[config.mk]
export PLATFORM = sky130hd
export DESIGN_NAME = xbar_bank_dispatch_flat
export DESIGN_NICKNAME = d
export VERILOG_FILES = /design/src/rtl/xbar_bank_dispatch_pkg.sv /design/src/rtl/xbar_bank_dispatch_if.sv /design/src/rtl/xbar_rr_arb.sv /design/src/rtl/xbar_bank_dispatch.sv /design/src/flat_wrapper.sv
export SDC_FILE = /design/constraint.sdc
export NUM_CORES = 1
export LEC_CHECK = 0
export CELL_PAD_IN_SITES_DETAIL_PLACEMENT = 2
export CELL_PAD_IN_SITES_GLOBAL_PLACEMENT = 2
export CORE_MARGIN = 2
export CORE_UTILIZATION = 38
export CTS_CLUSTER_DIAMETER = 150
export CTS_CLUSTER_SIZE = 10
export DETAILED_ROUTE_END_ITERATION = 7
export PLACE_DENSITY = 0.88
export SYNTH_ARGS = -nofsm -noshare
export SYNTH_HDL_FRONTEND = slang
export SYNTH_SLANG_ARGS = --single-unit
[constraint.sdc]
create_clock -name clk_i -period 15.81 [get_ports clk_i]
set_clock_uncertainty 0.15 [all_clocks]
set_input_delay 3.162 -clock clk_i [delete_from_list [all_inputs] [get_ports clk_i]]
set_output_delay 3.162 -clock clk_i [all_outputs]
set_load 0.03 [all_outputs]
[src/rtl/xbar_bank_dispatch_pkg.sv]
// Shared HTU field widths and the bank FIFO payload layout for the bank dispatcher.
package xbar_bank_dispatch_pkg;

  localparam int unsigned OPCODE_W = 2;
  localparam int unsigned ADDR_W   = 28;  // line address, byte address bits [31:4]
  localparam int unsigned WBUF_W   = 8;
  localparam int unsigned ADDR_LSB = 4;   // byte-address bit that line-address bit 0 maps to

  // Payload packing order, MSB first: opcode, addr, wbuffer_id (ch_id is kept alongside).
  typedef struct packed {
    logic [OPCODE_W-1:0] opcode;
    logic [ADDR_W-1:0]   addr;
    logic [WBUF_W-1:0]   wbuffer_id;
  } htu_req_t;

endpackage

[src/rtl/xbar_bank_dispatch_if.sv]
// Channel-side and bank-side HTU buses of the bank dispatcher.
// XBAR_DISPATCH_PERF_EN adds the per-bank stall counter bus.
interface xbar_bank_dispatch_if #(
  parameter int unsigned NUM_CH    = 4,
  parameter int unsigned NUM_BANKS = 4,
  parameter int unsigned CH_ID_W   = $clog2(NUM_CH)
);
  logic [NUM_CH-1:0]           ch_htu_valid_i;
  logic [NUM_CH-1:0]           ch_htu_ready_o;
  logic [2*NUM_CH-1:0]         ch_htu_opcode_i;
  logic [28*NUM_CH-1:0]        ch_htu_addr_i;
  logic [8*NUM_CH-1:0]         ch_htu_wbuffer_id_i;

  logic [NUM_BANKS-1:0]         bank_htu_valid_o;
  logic [NUM_BANKS-1:0]         bank_htu_ready_i;
  logic [CH_ID_W*NUM_BANKS-1:0] bank_htu_ch_id_o;
  logic [2*NUM_BANKS-1:0]       bank_htu_opcode_o;
  logic [28*NUM_BANKS-1:0]      bank_htu_addr_o;
  logic [8*NUM_BANKS-1:0]       bank_htu_wbuffer_id_o;
`ifdef XBAR_DISPATCH_PERF_EN
  logic [16*NUM_BANKS-1:0]      bank_stall_cnt_o;
`endif

  modport slave (
    input  ch_htu_valid_i, ch_htu_opcode_i, ch_htu_addr_i, ch_htu_wbuffer_id_i,
    output ch_htu_ready_o,
    input  bank_htu_ready_i,
    output bank_htu_valid_o, bank_htu_ch_id_o, bank_htu_opcode_o, bank_htu_addr_o,
    output bank_htu_wbuffer_id_o
`ifdef XBAR_DISPATCH_PERF_EN
    , output bank_stall_cnt_o
`endif
  );

  modport master (
    output ch_htu_valid_i, ch_htu_opcode_i, ch_htu_addr_i, ch_htu_wbuffer_id_i,
    input  ch_htu_ready_o,
    output bank_htu_ready_i,
    input  bank_htu_valid_o, bank_htu_ch_id_o, bank_htu_opcode_o, bank_htu_addr_o,
    input  bank_htu_wbuffer_id_o
`ifdef XBAR_DISPATCH_PERF_EN
    , input bank_stall_cnt_o
`endif
  );

endinterface

[src/rtl/xbar_rr_arb.sv]
// Round-robin arbiter for one bank: one-hot grant, pointer moves past the winner on a taken grant.
module xbar_rr_arb #(
  parameter int unsigned NUM_CH = 4
) (
  input  logic              clk_i,
  input  logic              rst_i,
  input  logic [NUM_CH-1:0] req_i,
  input  logic              en_i,
  input  logic              taken_i,
  output logic [NUM_CH-1:0] gnt_o
);

  localparam int unsigned IdxW = (NUM_CH > 1) ? $clog2(NUM_CH) : 1;

  logic [IdxW-1:0] ptr_q, ptr_d;

  always_comb begin
    int unsigned idx;
    logic        found;
    gnt_o = '0;
    ptr_d = ptr_q;
    found = 1'b0;
    idx   = 0;
    // Scan starting at the pointer so the channel after the last winner goes first.
    for (int unsigned i = 0; i < NUM_CH; i++) begin
      idx = (32'(ptr_q) + i) % NUM_CH;
      if (en_i && !found && req_i[idx]) begin
        gnt_o[idx] = 1'b1;
        found      = 1'b1;
      end
    end
    if (taken_i) begin
      for (int unsigned k = 0; k < NUM_CH; k++) begin
        if (gnt_o[k]) ptr_d = IdxW'((k + 1) % NUM_CH);
      end
    end
  end

  always_ff @(posedge clk_i) begin
    if (rst_i) ptr_q <= '0;
    else       ptr_q <= ptr_d;
  end

endmodule

[src/rtl/xbar_bank_dispatch.sv]
// Channel-to-bank HTU dispatcher: bank decode, per-bank round-robin, per-bank FIFO.
// Defining XBAR_DISPATCH_PERF_EN adds saturating 16-bit per-bank stall counters.
module xbar_bank_dispatch
  import xbar_bank_dispatch_pkg::*;
#(
  parameter int unsigned NUM_CH     = 4,
  parameter int unsigned NUM_BANKS  = 4,
  parameter int unsigned FIFO_DEPTH = 2,
  parameter int unsigned CH_ID_W    = $clog2(NUM_CH)
) (
  input logic               clk_i,
  input logic               rst_i,
  xbar_bank_dispatch_if.slave bus
);

  localparam int unsigned BankW = $clog2(NUM_BANKS);
  localparam int unsigned PtrW  = $clog2(FIFO_DEPTH);
  localparam int unsigned CntW  = PtrW + 1;

  logic [NUM_CH-1:0] req_bank [NUM_BANKS];
  logic [NUM_CH-1:0] gnt_bank [NUM_BANKS];

  // Each channel requests only the bank picked by its low line-address bits.
  always_comb begin
    logic [BankW-1:0] sel;
    sel = '0;
    for (int unsigned b = 0; b < NUM_BANKS; b++) req_bank[b] = '0;
    for (int unsigned c = 0; c < NUM_CH; c++) begin
      sel = bus.ch_htu_addr_i[ADDR_W*c +: BankW];
      for (int unsigned b = 0; b < NUM_BANKS; b++) begin
        req_bank[b][c] = bus.ch_htu_valid_i[c] && (sel == BankW'(b));
      end
    end
  end

  always_comb begin
    bus.ch_htu_ready_o = '0;
    for (int unsigned b = 0; b < NUM_BANKS; b++) bus.ch_htu_ready_o |= gnt_bank[b];
    if (rst_i) bus.ch_htu_ready_o = '0;
  end

  for (genvar g = 0; g < NUM_BANKS; g++) begin : g_bank
    logic [CntW-1:0]    count_q;
    logic [PtrW-1:0]    wptr_q, rptr_q;
    logic [CH_ID_W-1:0] mem_ch_q  [FIFO_DEPTH];
    htu_req_t           mem_req_q [FIFO_DEPTH];
    logic [CH_ID_W-1:0] push_ch;
    htu_req_t           push_req;
    htu_req_t           head_req;
    logic               full, push, pop, valid;

    // Fullness uses the registered count, so a pop in the same cycle does not open a slot.
    assign full  = (count_q == CntW'(FIFO_DEPTH));
    assign valid = (count_q != '0);
    assign push  = |gnt_bank[g];
    assign pop   = valid && bus.bank_htu_ready_i[g];

    xbar_rr_arb #(
      .NUM_CH (NUM_CH)
    ) u_arb (
      .clk_i   (clk_i),
      .rst_i   (rst_i),
      .req_i   (req_bank[g]),
      .en_i    (!full && !rst_i),
      .taken_i (push),
      .gnt_o   (gnt_bank[g])
    );

    always_comb begin
      push_ch  = '0;
      push_req = '0;
      for (int unsigned c = 0; c < NUM_CH; c++) begin
        if (gnt_bank[g][c]) begin
          push_ch             = CH_ID_W'(c);
          push_req.opcode     = bus.ch_htu_opcode_i[OPCODE_W*c +: OPCODE_W];
          push_req.addr       = bus.ch_htu_addr_i[ADDR_W*c +: ADDR_W];
          push_req.wbuffer_id = bus.ch_htu_wbuffer_id_i[WBUF_W*c +: WBUF_W];
        end
      end
    end

    always_ff @(posedge clk_i) begin
      if (rst_i) begin
        count_q <= '0;
        wptr_q  <= '0;
        rptr_q  <= '0;
      end else begin
        if (push) wptr_q <= wptr_q + 1'b1;
        if (pop)  rptr_q <= rptr_q + 1'b1;
        count_q <= count_q + CntW'(push) - CntW'(pop);
      end
    end

    always_ff @(posedge clk_i) begin
      if (push) begin
        mem_ch_q[wptr_q]  <= push_ch;
        mem_req_q[wptr_q] <= push_req;
      end
    end

    assign head_req = mem_req_q[rptr_q];

    assign bus.bank_htu_valid_o[g]                            = valid;
    assign bus.bank_htu_ch_id_o[CH_ID_W*g +: CH_ID_W]         = mem_ch_q[rptr_q];
    assign bus.bank_htu_opcode_o[OPCODE_W*g +: OPCODE_W]      = head_req.opcode;
    assign bus.bank_htu_addr_o[ADDR_W*g +: ADDR_W]            = head_req.addr;
    assign bus.bank_htu_wbuffer_id_o[WBUF_W*g +: WBUF_W]      = head_req.wbuffer_id;

`ifdef XBAR_DISPATCH_PERF_EN
    logic [15:0] stall_q;

    always_ff @(posedge clk_i) begin
      if (rst_i) begin
        stall_q <= '0;
      end else if (valid && !bus.bank_htu_ready_i[g] && (stall_q != 16'hFFFF)) begin
        stall_q <= stall_q + 16'd1;
      end
    end

    assign bus.bank_stall_cnt_o[16*g +: 16] = stall_q;
`endif
  end

endmodule

[src/flat_wrapper.sv]
// flat-port wrapper written by rule: the top's interface ports become plain ports
module xbar_bank_dispatch_flat import xbar_bank_dispatch_pkg::*;
#(
  parameter int unsigned NUM_CH     = 4,
  parameter int unsigned NUM_BANKS  = 4,
  parameter int unsigned FIFO_DEPTH = 2,
  parameter int unsigned CH_ID_W    = $clog2(NUM_CH)
)
  (clk_i, rst_i, bus_ch_htu_valid_i, bus_ch_htu_opcode_i, bus_ch_htu_addr_i, bus_ch_htu_wbuffer_id_i, bus_ch_htu_ready_o, bus_bank_htu_ready_i, bus_bank_htu_valid_o, bus_bank_htu_ch_id_o, bus_bank_htu_opcode_o, bus_bank_htu_addr_o, bus_bank_htu_wbuffer_id_o);
  xbar_bank_dispatch_if #(.NUM_CH(NUM_CH), .NUM_BANKS(NUM_BANKS), .CH_ID_W(CH_ID_W)) bus_i ();
  input logic clk_i;
  input logic rst_i;
  input wire logic [$bits(bus_i.ch_htu_valid_i)-1:0] bus_ch_htu_valid_i;
  input wire logic [$bits(bus_i.ch_htu_opcode_i)-1:0] bus_ch_htu_opcode_i;
  input wire logic [$bits(bus_i.ch_htu_addr_i)-1:0] bus_ch_htu_addr_i;
  input wire logic [$bits(bus_i.ch_htu_wbuffer_id_i)-1:0] bus_ch_htu_wbuffer_id_i;
  output wire logic [$bits(bus_i.ch_htu_ready_o)-1:0] bus_ch_htu_ready_o;
  input wire logic [$bits(bus_i.bank_htu_ready_i)-1:0] bus_bank_htu_ready_i;
  output wire logic [$bits(bus_i.bank_htu_valid_o)-1:0] bus_bank_htu_valid_o;
  output wire logic [$bits(bus_i.bank_htu_ch_id_o)-1:0] bus_bank_htu_ch_id_o;
  output wire logic [$bits(bus_i.bank_htu_opcode_o)-1:0] bus_bank_htu_opcode_o;
  output wire logic [$bits(bus_i.bank_htu_addr_o)-1:0] bus_bank_htu_addr_o;
  output wire logic [$bits(bus_i.bank_htu_wbuffer_id_o)-1:0] bus_bank_htu_wbuffer_id_o;
  assign bus_i.ch_htu_valid_i = bus_ch_htu_valid_i;
  assign bus_i.ch_htu_opcode_i = bus_ch_htu_opcode_i;
  assign bus_i.ch_htu_addr_i = bus_ch_htu_addr_i;
  assign bus_i.ch_htu_wbuffer_id_i = bus_ch_htu_wbuffer_id_i;
  assign bus_ch_htu_ready_o = bus_i.ch_htu_ready_o;
  assign bus_i.bank_htu_ready_i = bus_bank_htu_ready_i;
  assign bus_bank_htu_valid_o = bus_i.bank_htu_valid_o;
  assign bus_bank_htu_ch_id_o = bus_i.bank_htu_ch_id_o;
  assign bus_bank_htu_opcode_o = bus_i.bank_htu_opcode_o;
  assign bus_bank_htu_addr_o = bus_i.bank_htu_addr_o;
  assign bus_bank_htu_wbuffer_id_o = bus_i.bank_htu_wbuffer_id_o;
  xbar_bank_dispatch #(.NUM_CH(NUM_CH), .NUM_BANKS(NUM_BANKS), .FIFO_DEPTH(FIFO_DEPTH), .CH_ID_W(CH_ID_W)) u_core (.clk_i(clk_i), .rst_i(rst_i), .bus(bus_i));
endmodule
==> reports/metrics.cfg <==
[die]
die_w_um=226
core-area_um2=48800
die_h_um=226
placementRows=81
die_area_um2=51200
ios=330
start_util_pct=38.4

[global_route]
overflow=0
grt_usage_pct=33.6
grt_pass1_wl_mm=126
grt_pass1_vias=18700
antenna_found_initial=9
grt_max_degree=84

[pwr]
static-leakage-power_nw=7.84
max-vdd-ir-drop_mv=0.120
power_density_nw_per_um2=202

[sta]
timing.final.crit_share_pct=67.7
final_hold_viol_count=0
slew_headroom_pct=16.7
tns_ns=0
post-route-min-period_ns=10.71
worst_pin_slew_ns=1.25
setup_violations=0
rsz0062_at_grt=false
fmax_mhz=93.4
maxSlewViolCount=0

[clock_network]
cts-htree-levels=2
cts_tree=yes
clock_sinks=348
root_buffer=clkbuf_16
post_cts_buffers=0
cts-buffers-inserted=40
clock_latency_ns=0.57
ctsResizeCount=0
clockBufferDepth=3
clk_pin_slew_ns=0.06
postCtsHoldBufs=0

[logic_synthesis]
synth_warnings=0
synthArstFlopShare_pct=0
synth_cells=1682
syn_area_um2=18800
syn-num-nets=1874
yosysSeqAreaShare_pct=54.2
synth_area_leaders=edfxtp_1 51%, mux2_2 9.6%, a31oi_1 5.0%
yosys.area.top_type=edfxtp_1
ys_types=65
yosys.area.top_type_share_pct=51.2
ys_ff_latch=348
synth_edf_count=320
synth_ff_type=edfxtp_1
syn_avg_cell_area_um2=11.2

[finish]
drive_gt1_share_pct=15.3
seqCellArea_um2=10200
post-route-util_pct=48.7
multi_input_area_um2=8050
area_growth_pct=26.8
n_fill_cell=4888
layout.nets=2146

[critical_path]
critPathMaxFanout=83
max_stage_delay_ns=0.85
worst_setup_path_end_kind=primary output
crit_required_ns=12.50
critPathBufInv=3
crit_type=primary input to primary output
path_cells=clkdlybuf4s50_1, and3b_1, mux4_2, nor2b_4, a22o_1, a221oi_4, buf_4, nand4_1, clkdlybuf4s50_1
cp-start-kind=primary input
cp_slowest_cell=buf_4
critPathArrivalTime_ns=7.40
path_common_cell=clkdlybuf4s50_1
path_delay_family=buffers and inverters

[route]
drt_wl_total_mm=87.5
ant_nets=0
drc=0
vias=17000
firstDrtPassIters=5
initialDrtViolationCount=1930
wl_per_cell_um=33.2
viasPerCell=6.44

[min_path]
hold_path_class=flip-flop to flip-flop

[placed_design]
portBuffers=329
gp_congestion=0.849
hpwlAfterDp_mm=53.6

[run_status]
status=completed

[run]
drv_cap=0

path summary, 6_finish.rpt:
path | startpoint | endpoint | slack, ns | depth (start not counted)
min reg2reg | u_core.g_bank[0].wptr_q | u_core.g_bank[0].wptr_q | 0.38 | 1
max | bus_ch_htu_addr_i[85] | bus_ch_htu_ready_o[3] | 5.10 | 9
max reg2reg | u_core.g_bank[2].u_arb.ptr_q[0] | u_core.g_bank[2].mem_req_q[1][8] | 10.44 | 11
min | u_core.g_bank[0].wptr_q | u_core.g_bank[0].wptr_q | 0.38 | 1
layout by cell type, fill, tap and decap left out, types with 18 or more instances in the layout:
cell type	n
inv_1	18
dfxtp_1	24
a31oi_1	150
a21oi_1	52
mux2_2	160
nand3_1	87
ha_1	30
a22oi_1	40
edfxtp_1	320
buf_4	35
clkbuf_16	41
nand2_1	210
a41oi_1	39
nor2b_1	38
clkdlybuf4s50_1	329
nor2_1	179
sequential cells by signal, indices dropped and copies added (netlist names), named ones only:
signal                     cells
u_core.g_bank.mem_ch_q        16
u_core.g_bank.rptr_q           4
u_core.g_bank.mem_req_q      304
u_core.g_bank.count_q          8
u_core.g_bank.wptr_q           4
u_core.g_bank.u_arb.ptr_q      8
power by group:
group          internal [mW]  switching [mW]  leakage (nW)  total [mW]
clock network          0.475           0.386         0.537       0.860
logic                  0.848            1.58          4.08        2.43
registers               1.41           0.105          3.23        1.52
total                   2.74            2.07          7.84        4.81
cells in the mapped netlist, drive strengths merged, types with 28 or more instances:
cell type / n
clkbuf: 73
ha: 30
a41oi: 39
a21oi: 52
nor2b: 41
nand2: 210
nand3: 88
nor2: 184
mux2: 163
dfxtp: 28
a22oi: 40
buf: 61
edfxtp: 320
a31oi: 150
routing by layer:
metal | global-route usage, % | routed length [µm]
met1 | 40.8 | 33800
met2 | 56.6 | 42900
met3 | 6.65 | 7060
met4 | 17.3 | 3700
met5 | 0 | 49
cell type report:
class	count	share of cell area (%)
tap	664	3.49
inverter	20	0.315
antenna	4	0.0420
clock inverter	2	0.0736
multi-input combinational	1180	33.8
clock buffer	55	4.57
sequential	348	42.7
timing repair buffer	364	14.9
cell families after synthesis:
logic type                 synth area share, %
DFF                                       54.2
AOI/OAI and AO/OA                         12.5
adders and majority gates                 2.00
buffers and inverters                     3.79
muxes                                     11.7
xor gates and xnor gates                 0.560
and+or+nand+nor                           15.3
metrics by stage:
step	setup WS, ns	std cells	cell area, µm²	hold slack (ns)	power (mW)
after global routing	5.02	2636	23800	0.426	4.95
after floorplan	6.98	1682	18800	0.296	2.85
after CTS	5.21	2633	23800	0.391	4.79
after global placement	5.37	2576	22700	0.340	3.78
final	5.10	2637	23800	0.379	4.81
after detailed placement	5.24	2576	22700	0.374	3.91
No activity file was read; power rests on OpenSTA's default activity.
